<file path="src/rtl/fifo_arb_pkg.sv">
// Shared definitions for the fifo write arbiter: FSM encoding and index-width helper.
package fifo_arb_pkg;

    localparam logic ST_IDLE  = 1'b0;
    localparam logic ST_BURST = 1'b1;

    // Bits needed to index n items (at least one bit).
    function automatic int unsigned idx_width(input int unsigned n);
        return (n > 1) ? $clog2(n) : 1;
    endfunction

endpackage

</file>
<file path="src/rtl/fifo_write_arbiter_rr_pick.sv">
// Rotating priority encoder: first asserted request found scanning ptr, ptr+1, ... modulo NUM_REQ.
module rr_pick
    import fifo_arb_pkg::*;
#(
    parameter int unsigned NUM_REQ = 4,
    localparam int unsigned IW     = idx_width(NUM_REQ)
) (
    input  logic [NUM_REQ-1:0] req_i,
    input  logic [IW-1:0]      ptr_i,
    output logic               any_o,
    output logic [IW-1:0]      idx_o
);

    int unsigned   cand;
    logic [IW-1:0] cand_idx;

    // Walk the requests in rotated order; the first hit wins.
    always_comb begin
        any_o    = 1'b0;
        idx_o    = '0;
        cand     = 0;
        cand_idx = '0;
        for (int unsigned k = 0; k < NUM_REQ; k++) begin
            cand = 32'(ptr_i) + k;
            if (cand >= NUM_REQ) begin
                cand = cand - NUM_REQ;
            end
            cand_idx = IW'(cand);
            if (!any_o && req_i[cand_idx]) begin
                any_o = 1'b1;
                idx_o = cand_idx;
            end
        end
    end

endmodule

</file>
<file path="src/rtl/fifo_write_arbiter.sv">
// Round-robin, burst-based arbiter sharing one fifo write port between NUM_REQ producers.
module fifo_write_arbiter
    import fifo_arb_pkg::*;
#(
    parameter int unsigned DATA_WIDTH = 8,
    parameter int unsigned NUM_REQ    = 4,
    parameter int unsigned MAX_BURST  = 4,
    localparam int unsigned IW        = idx_width(NUM_REQ)
) (
    input  logic                          clk,
    input  logic                          rst_n,
    input  logic [NUM_REQ-1:0]            req_valid_i,
    input  logic [NUM_REQ*DATA_WIDTH-1:0] req_data_i,
    output logic [NUM_REQ-1:0]            req_ready_o,
    input  logic                          fifo_full_i,
    output logic                          fifo_write_en_o,
    output logic [DATA_WIDTH-1:0]         fifo_data_in_o,
    output logic                          grant_valid_o,
    output logic [IW-1:0]                 grant_id_o
);

    localparam int unsigned CW = $clog2(MAX_BURST + 1);

    logic                  state_q, state_d;
    logic [IW-1:0]         rr_ptr_q, rr_ptr_d;
    logic [IW-1:0]         grant_id_q, grant_id_d;
    logic [CW-1:0]         beat_cnt_q, beat_cnt_d;

    logic                  pick_any;
    logic [IW-1:0]         pick_idx;
    logic                  sel_valid;
    logic [DATA_WIDTH-1:0] sel_data;
    logic                  xfer;
    logic                  last_beat;
    logic [IW-1:0]         next_ptr;

    rr_pick #(
        .NUM_REQ (NUM_REQ)
    ) u_rr_pick (
        .req_i (req_valid_i),
        .ptr_i (rr_ptr_q),
        .any_o (pick_any),
        .idx_o (pick_idx)
    );

    // Select the granted producer's valid and data without indexing past NUM_REQ-1.
    always_comb begin
        sel_valid = 1'b0;
        sel_data  = '0;
        for (int unsigned i = 0; i < NUM_REQ; i++) begin
            if (grant_id_q == IW'(i)) begin
                sel_valid = req_valid_i[i];
                sel_data  = req_data_i[i*DATA_WIDTH +: DATA_WIDTH];
            end
        end
    end

    assign xfer      = (state_q == ST_BURST) && sel_valid && !fifo_full_i;
    assign last_beat = (beat_cnt_q == CW'(MAX_BURST - 1));
    assign next_ptr  = (grant_id_q == IW'(NUM_REQ - 1)) ? '0 : grant_id_q + IW'(1);

    // State and arbitration registers.
    always_ff @(posedge clk or negedge rst_n) begin
        if (!rst_n) begin
            state_q    <= ST_IDLE;
            rr_ptr_q   <= '0;
            grant_id_q <= '0;
            beat_cnt_q <= '0;
        end else begin
            state_q    <= state_d;
            rr_ptr_q   <= rr_ptr_d;
            grant_id_q <= grant_id_d;
            beat_cnt_q <= beat_cnt_d;
        end
    end

    // Next state: grant in IDLE, count beats and rotate on burst end or valid drop.
    always_comb begin
        state_d    = state_q;
        rr_ptr_d   = rr_ptr_q;
        grant_id_d = grant_id_q;
        beat_cnt_d = beat_cnt_q;
        if (state_q == ST_IDLE) begin
            if (pick_any) begin
                state_d    = ST_BURST;
                grant_id_d = pick_idx;
                beat_cnt_d = '0;
            end
        end else begin
            if (xfer) begin
                beat_cnt_d = beat_cnt_q + CW'(1);
            end
            if (!sel_valid || (xfer && last_beat)) begin
                state_d  = ST_IDLE;
                rr_ptr_d = next_ptr;
            end
        end
    end

    // Outputs: beats pass straight through to the fifo while bursting.
    always_comb begin
        req_ready_o     = '0;
        fifo_write_en_o = 1'b0;
        fifo_data_in_o  = '0;
        grant_valid_o   = 1'b0;
        if (state_q == ST_BURST) begin
            grant_valid_o   = 1'b1;
            fifo_write_en_o = xfer;
            fifo_data_in_o  = sel_data;
            for (int unsigned i = 0; i < NUM_REQ; i++) begin
                req_ready_o[i] = (grant_id_q == IW'(i)) && !fifo_full_i;
            end
        end
    end

    assign grant_id_o = grant_id_q;

endmodule

</file>
<file path="config.mk">
export PLATFORM = sky130hd
export DESIGN_NAME = fifo_write_arbiter
export DESIGN_NICKNAME = d
export VERILOG_FILES = /design/src/rtl/fifo_arb_pkg.sv /design/src/rtl/fifo_write_arbiter_rr_pick.sv /design/src/rtl/fifo_write_arbiter.sv
export SDC_FILE = /design/constraint.sdc
export NUM_CORES = 1
export LEC_CHECK = 0
export ABC_CLOCK_PERIOD_IN_PS = 5170
export CAP_MARGIN = 5
export CORE_MARGIN = 8
export CORE_UTILIZATION = 25
export CTS_CLUSTER_DIAMETER = 50
export DETAILED_ROUTE_END_ITERATION = 6
export GPL_TIMING_DRIVEN = 0
export SLEW_MARGIN = 20
export SYNTH_ARGS = -nofsm -noshare
export SYNTH_HDL_FRONTEND = slang
export SYNTH_SLANG_ARGS = --single-unit
</file>
<file path="constraint.sdc">
create_clock -name clk -period 5.17 [get_ports clk]
set_clock_uncertainty 0.1 [all_clocks]
set_input_delay 0.7755 -clock clk [delete_from_list [all_inputs] [get_ports clk]]
set_output_delay 0.7755 -clock clk [all_outputs]
set_load 0.02 [all_outputs]
</file>
Yosys cells after proc, flatten, opt, wreduce, memory -nomap -nowiden
Index checks and enable logic that the tools add are counted. W data, S select, Z words.

Register bits: 8. Input port bits: 39.

Add/subtract/negate cells: 9. Order comparisons: 8. Eq/ne operators: 5. Mux-type cells: 39. Bitwise gates (word level): 1. Reduce and logical (&&, ||, !) cells: 21.

Operators by type and width (number): $mux W8 (5); $mux W2 (9); $mux W1 (17); $lt A2 B3 Y1 const B (4); $logic_and A1 B1 Y1 (10); $ge A3 B3 Y1 const B (3); $mux W3 (3); $bmux W1 S2 (4); $sub A2 B1 Y2 const B (4); $add A2 B2 Y3 const B (2); $reduce_and A2 Y1 (3); $logic_not A1 Y1 (5); $eq A2 B2 Y1 const B (2); $mux W4 (1); $add A2 B1 Y3 const B (1); $add A3 B1 Y3 const B (1); $eq A3 B2 Y1 const B (1); $ge A2 B3 Y1 const B (1); $add A2 B1 Y2 const B (1); $eq A2 B1 Y1 const B (1); $logic_not A2 Y1 (1); $ne A2 B1 Y1 const B (1); $reduce_bool A2 Y1 (1); $logic_or A1 B1 Y1 (1); $not A1 Y1 (1).

Depth between registers and ports, before layout
Word-level depth: 16. Gate-level depth with buffers: 7. Gate-level depth less buffers: 6.

Cells and area by module
From an unflattened synthesis, not the netlist that was laid out.

Cells, all modules: 115. Area total of the unflattened synthesis: 860.8 um2.

Modules (own cells, without submodules): fifo_write_arbiter (times used 1, cells an instance 100, area an instance 783.3 um2, seq. area each 200.2 um2); rr_pick (times used 1, cells an instance 15, area an instance 77.6 um2, seq. area each 0.0 um2).

Least setup slack after synthesis
No wires, ideal clock.

Kind: register -> output. Start point: register grant_id_q[1], in the netlist grant_id_o[1]. End point: output port fifo_data_in_o[3]. Data arrival time: 1812 ps. Setup slack: 2483 ps. Stages on the path, launching flop included: 8. Buffers on the path: 1. Cell sequence: dfrtp_1 -> inv_1 -> ha_1 -> buf_2 -> nand3b_1 -> a21oi_1 -> a21oi_1 -> o21ai_0.

Word-level cells in the longest chain between the ends: 6. Elaborated cells between the ends (all ways): 9. Those cells by class: 3 x eq/ne; 5 x mux; 1 x reduce/logical.

RTL lines: from (decl) (RTL line fifo_write_arbiter.sv:26) `logic [IW-1:0] grant_id_q, grant_id_d;`; from (signal assigned) (RTL line fifo_write_arbiter.sv:72) `grant_id_q <= grant_id_d;`; $logic_not A2 Y1 (RTL line fifo_write_arbiter.sv:51) `if (grant_id_q == IW'(i)) begin`; $mux W8 (3 in series) (RTL line fifo_write_arbiter.sv:51); $mux W8 (*) (RTL line fifo_write_arbiter.sv:51); $mux W8 (*) (RTL line fifo_write_arbiter.sv:106) `if (state_q == ST_BURST) begin`; to (decl) (RTL line fifo_write_arbiter.sv:17) `output logic [DATA_WIDTH-1:0] fifo_data_in_o,`.

Mark *: on every way between the ends. The rest lies on a longest branch, timed or not.

Worst setup path in the final report
Start point: input port req_valid_i[0]. End point: output port fifo_write_en_o.

Word-level cells in the longest chain between the ends: 7.

RTL lines: from (decl) (RTL line fifo_write_arbiter.sv:12) `input logic [NUM_REQ-1:0] req_valid_i,`; $mux W1 (4 in series) (RTL line fifo_write_arbiter.sv:51); $logic_and A1 B1 Y1 (2 in series) (RTL line fifo_write_arbiter.sv:58) `assign xfer = (state_q == ST_BURST) && sel_valid && !fifo_full_i;`; $mux W1 (RTL line fifo_write_arbiter.sv:106); to (decl) (RTL line fifo_write_arbiter.sv:16) `output logic fifo_write_en_o,`.

Every way passes these cells.

==> insert_results.sql <==
INSERT INTO impl_metrics (metric_group, metric, value, unit) VALUES
('cts', 'clk_pin_slew', '0.05', 'ns'),
('routing', 'routed_wire_length_per_instance', '14.4', 'um'),
('sta', 'rsz0062_at_grt', 'no', ''),
('critical_path', 'rrSetupSlack', '3.33', 'ns'),
('placement', 'place_hpwl', '2690', 'um'),
('cells_and_area', 'drive_above_1_share', '5.59', '%'),
('sta', 'final.min_clock_period', '3.40', 'ns'),
('die', 'starting_density_of_the_core', '25.3', '%'),
('global_route', 'tot_gr_track_use', '10.6', '%'),
('yosys', 'synth-xor-area-share', '0', '%'),
('yosys', 'synth-seq-cells', '8', ''),
('yosys', 'warnings_from_yosys', '0', ''),
('power', 'sw_share', '48.3', '%'),
('die', 'design.portCount', '55', ''),
('critical_path', 'crit_path_start_kind', 'input pin', ''),
('sta', 'timing.setup.tns', '0', 'ns'),
('global_route', 'grt_antenna_before_repair', '0', ''),
('worst_hold_path', 'timing.hold.worst_endpoint', 'beat_cnt_q[0]', ''),
('cts', 'worstSkewPairLatency', '0.25', 'ns'),
('cells_and_area', 'n_antenna_cell', '0', ''),
('routing', 'drt.antenna.violating_nets', '0', ''),
('cells_and_area', 'commonest_cells_after_routing_fill_and_taps_aside', '54 x sky130_fd_sc_hd__clkdlybuf4s50_1, 22 x sky130_fd_sc_hd__nand2_1, 15 x sky130_fd_sc_hd__a21oi_1', ''),
('cells_and_area', 'final_common_cell', 'sky130_fd_sc_hd__clkdlybuf4s50_1', ''),
('cts', 'numCtsBuffers', '3', ''),
('routing', 'initialDrtViolationCount', '16', ''),
('global_route', 'first_global_vias', '1099', ''),
('sta', 'layout_worst_path_cycle_share', '65.7', '%'),
('routing', 'routed_wirelength', '3270', 'um'),
('global_route', 'grt_max_degree', '11', ''),
('power', 'power_frac_seq', '16.4', '%'),
('critical_path', 'worst_r2r_endpoint', 'rr_ptr_q[1]', ''),
('worst_hold_path', 'timing.hold.worst_path_depth', '1', ''),
('sta', 'fin_hold_ws', '0.386', 'ns'),
('run_status', 'run_status', 'complete, no violations', ''),
('critical_path', 'timing_worst_setup_path_type', 'input pin to output port', ''),
('cts', 'ctsHtreeMaxLevel', '1', ''),
('yosys', 'synth_async_sr_flop_share', '100', '%'),
('cts', 'clock_path_buffers', '2', ''),
('power', 'power_frac_comb', '77.3', '%'),
('global_route', 'grt_first_pass_wirelength', '5230', 'um'),
('cts', 'cts_num_sinks', '8', ''),
('yosys', 'post_synth_net_total', '167', ''),
('yosys', 'synth_enable_flop_cells', '0', ''),
('power', 'power_per_cell_area', '490', 'mW/mm2'),
('sta', 'slew_violations', '0', ''),
('power', 'int_pwr', '0.388', 'mW'),
('yosys', 'seq_area_frac_synth', '22.1', '%'),
('yosys', 'synth-compound-area-share', '24.0', '%'),
('cts', 'tritoncts', 'done', ''),
('cts', 'cts_setup_buffers', '0', ''),
('worst_hold_path', 'timing.hold.worst.start', 'beat_cnt_q[0]', ''),
('yosys', 'synthesized_area_fraction_occupied_by_adder_cells', '8.28', '%'),
('critical_path', 'r2r_cells', '7', ''),
('cells_and_area', 'layout.core_utilization', '42.8', '%'),
('placement', 'port_buffers', '54', ''),
('cts', 'cell_chosen_for_the_clock_root', 'sky130_fd_sc_hd__clkbuf_4', ''),
('routing', 'drc_errors', '0', ''),
('cts', 'cts-resized-gates', '0', ''),
('run', 'number_of_maximum_capacitance_violations', '0', ''),
('die', 'die-height', '76.2', 'um'),
('worst_hold_path', 'hold_path_class', 'flop to flop', ''),
('die', 'placeableCoreArea', '0.00358', 'mm2'),
('critical_path', 'critical_path_arrival', '2.52', 'ns'),
('critical_path', 'reg2reg_from', 'grant_id_o[0]', ''),
('sta', 'finalHoldViolations', '0', ''),
('yosys', 'number_of_standard_cells_after_synthesis', '122', ''),
('routing', 'dr_total_vias', '1070', ''),
('power', 'max-vdd-ir-drop', '0.000191', 'V'),
('sta', 'timing.slew.headroom', '71.7', '%'),
('sta', 'finalWorstSetupSlack', '1.77', 'ns'),
('die', 'die_width', '76.2', 'um');
-- synthesized netlist by cell type, types with 2 or more instances --
cell / n / area, um2
sky130_fd_sc_hd__clkbuf_1: 2 / 7.51
sky130_fd_sc_hd__mux2_1: 2 / 22.5
sky130_fd_sc_hd__nand2b_1: 3 / 18.8
sky130_fd_sc_hd__dfrtp_1: 8 / 200
sky130_fd_sc_hd__o21ai_1: 4 / 20.0
sky130_fd_sc_hd__inv_1: 7 / 26.3
sky130_fd_sc_hd__o21ai_0: 8 / 40.0
sky130_fd_sc_hd__buf_2: 2 / 10.0
sky130_fd_sc_hd__a22o_1: 2 / 17.5
sky130_fd_sc_hd__nor2b_1: 4 / 25.0
sky130_fd_sc_hd__nand3b_1: 8 / 60.1
sky130_fd_sc_hd__a21oi_1: 15 / 75.1
sky130_fd_sc_hd__and2_1: 5 / 31.3
sky130_fd_sc_hd__mux2i_1: 3 / 30.0
sky130_fd_sc_hd__a22oi_1: 2 / 15.0
sky130_fd_sc_hd__nor2_1: 3 / 11.3
sky130_fd_sc_hd__nand2_1: 22 / 82.6
sky130_fd_sc_hd__ha_1: 6 / 75.1
-- state kept, by name (all words and copies together), names as in the netlist --
| name | count |
|---|---|
| beat_cnt_q | 3 |
| grant_id_o | 2 |
| rr_ptr_q | 2 |
| state_q | 1 |
-- worst max-delay path, stage by stage --
cell                              delay (ns)
sky130_fd_sc_hd__clkdlybuf4s50_1        0.61
sky130_fd_sc_hd__nand3b_1               0.14
sky130_fd_sc_hd__nand3b_1               0.15
sky130_fd_sc_hd__nand3_2                0.16
sky130_fd_sc_hd__inv_1                  0.09
sky130_fd_sc_hd__clkdlybuf4s50_1        0.60
-- stage by stage --
step                      instance area [um2]  power [mW]  cells
after floorplan                           907       0.479    122
after global placement                   1510       0.696    224
after detailed placement                 1510       0.708    224
after CTS                                1530       0.761    227
after global routing                     1530       0.816    227
final                                    1530       0.751    227
-- cells by family (layout without fill, tap and decap cells) --
group / count (synthesis) / after routing
adders and majority gates: 6 / 6
DFF: 8 / 8
muxes: 5 / 5
AOI/OAI and AO/OA: 37 / 37
buffers and inverters: 12 / 69
and+or+nand+nor: 54 / 54
-- per-layer routing --
| layer | global-route usage [%] | wire length [um] | up-vias |
|---|---|---|---|
| li1 | - | - | 545 |
| met1 | 11.9 | 1470 | 485 |
| met2 | 19.1 | 1550 | 38 |
| met3 | 3.07 | 225 | 2 |
| met4 | 2.31 | 22 | 0 |
| met5 | 0 | 0 | - |
-- power groups by stage --
stage	Clock [mW]	Sequential, mW	Combinational [mW]
detailed placement	0	0.123	0.585
CTS	0.0505	0.123	0.588
floorplan	0	0.129	0.349
finish	0.0472	0.123	0.581
global route	0.0541	0.128	0.634
global placement	0	0.123	0.572
-- worst max-delay path by stage --
| stage | startpoint | to | slack, ns | cells after the start |
|---|---|---|---|---|
| finish | req_valid_i[0] | fifo_write_en_o | 1.77 | 6 |
| global route | grant_id_o[1] | fifo_data_in_o[4] | 1.63 | 8 |
| CTS | req_valid_i[0] | fifo_write_en_o | 1.77 | 6 |
| detailed placement | req_valid_i[0] | fifo_write_en_o | 1.77 | 6 |
| global placement | req_valid_i[0] | fifo_write_en_o | 1.79 | 6 |
| floorplan | grant_id_o[1] | fifo_data_in_o[3] | 2.48 | 7 |
-- cell type report --
class                      instances  area (um2)
buffer                             5        28.8
clock buffer                       3        22.5
fill                             379        2050
inverter                           7        26.3
multi-input combinational        102         652
sequential                         8         200
tap                               48        60.1
timing repair buffer              54         541
No activity file was read; power rests on OpenSTA's default activity.
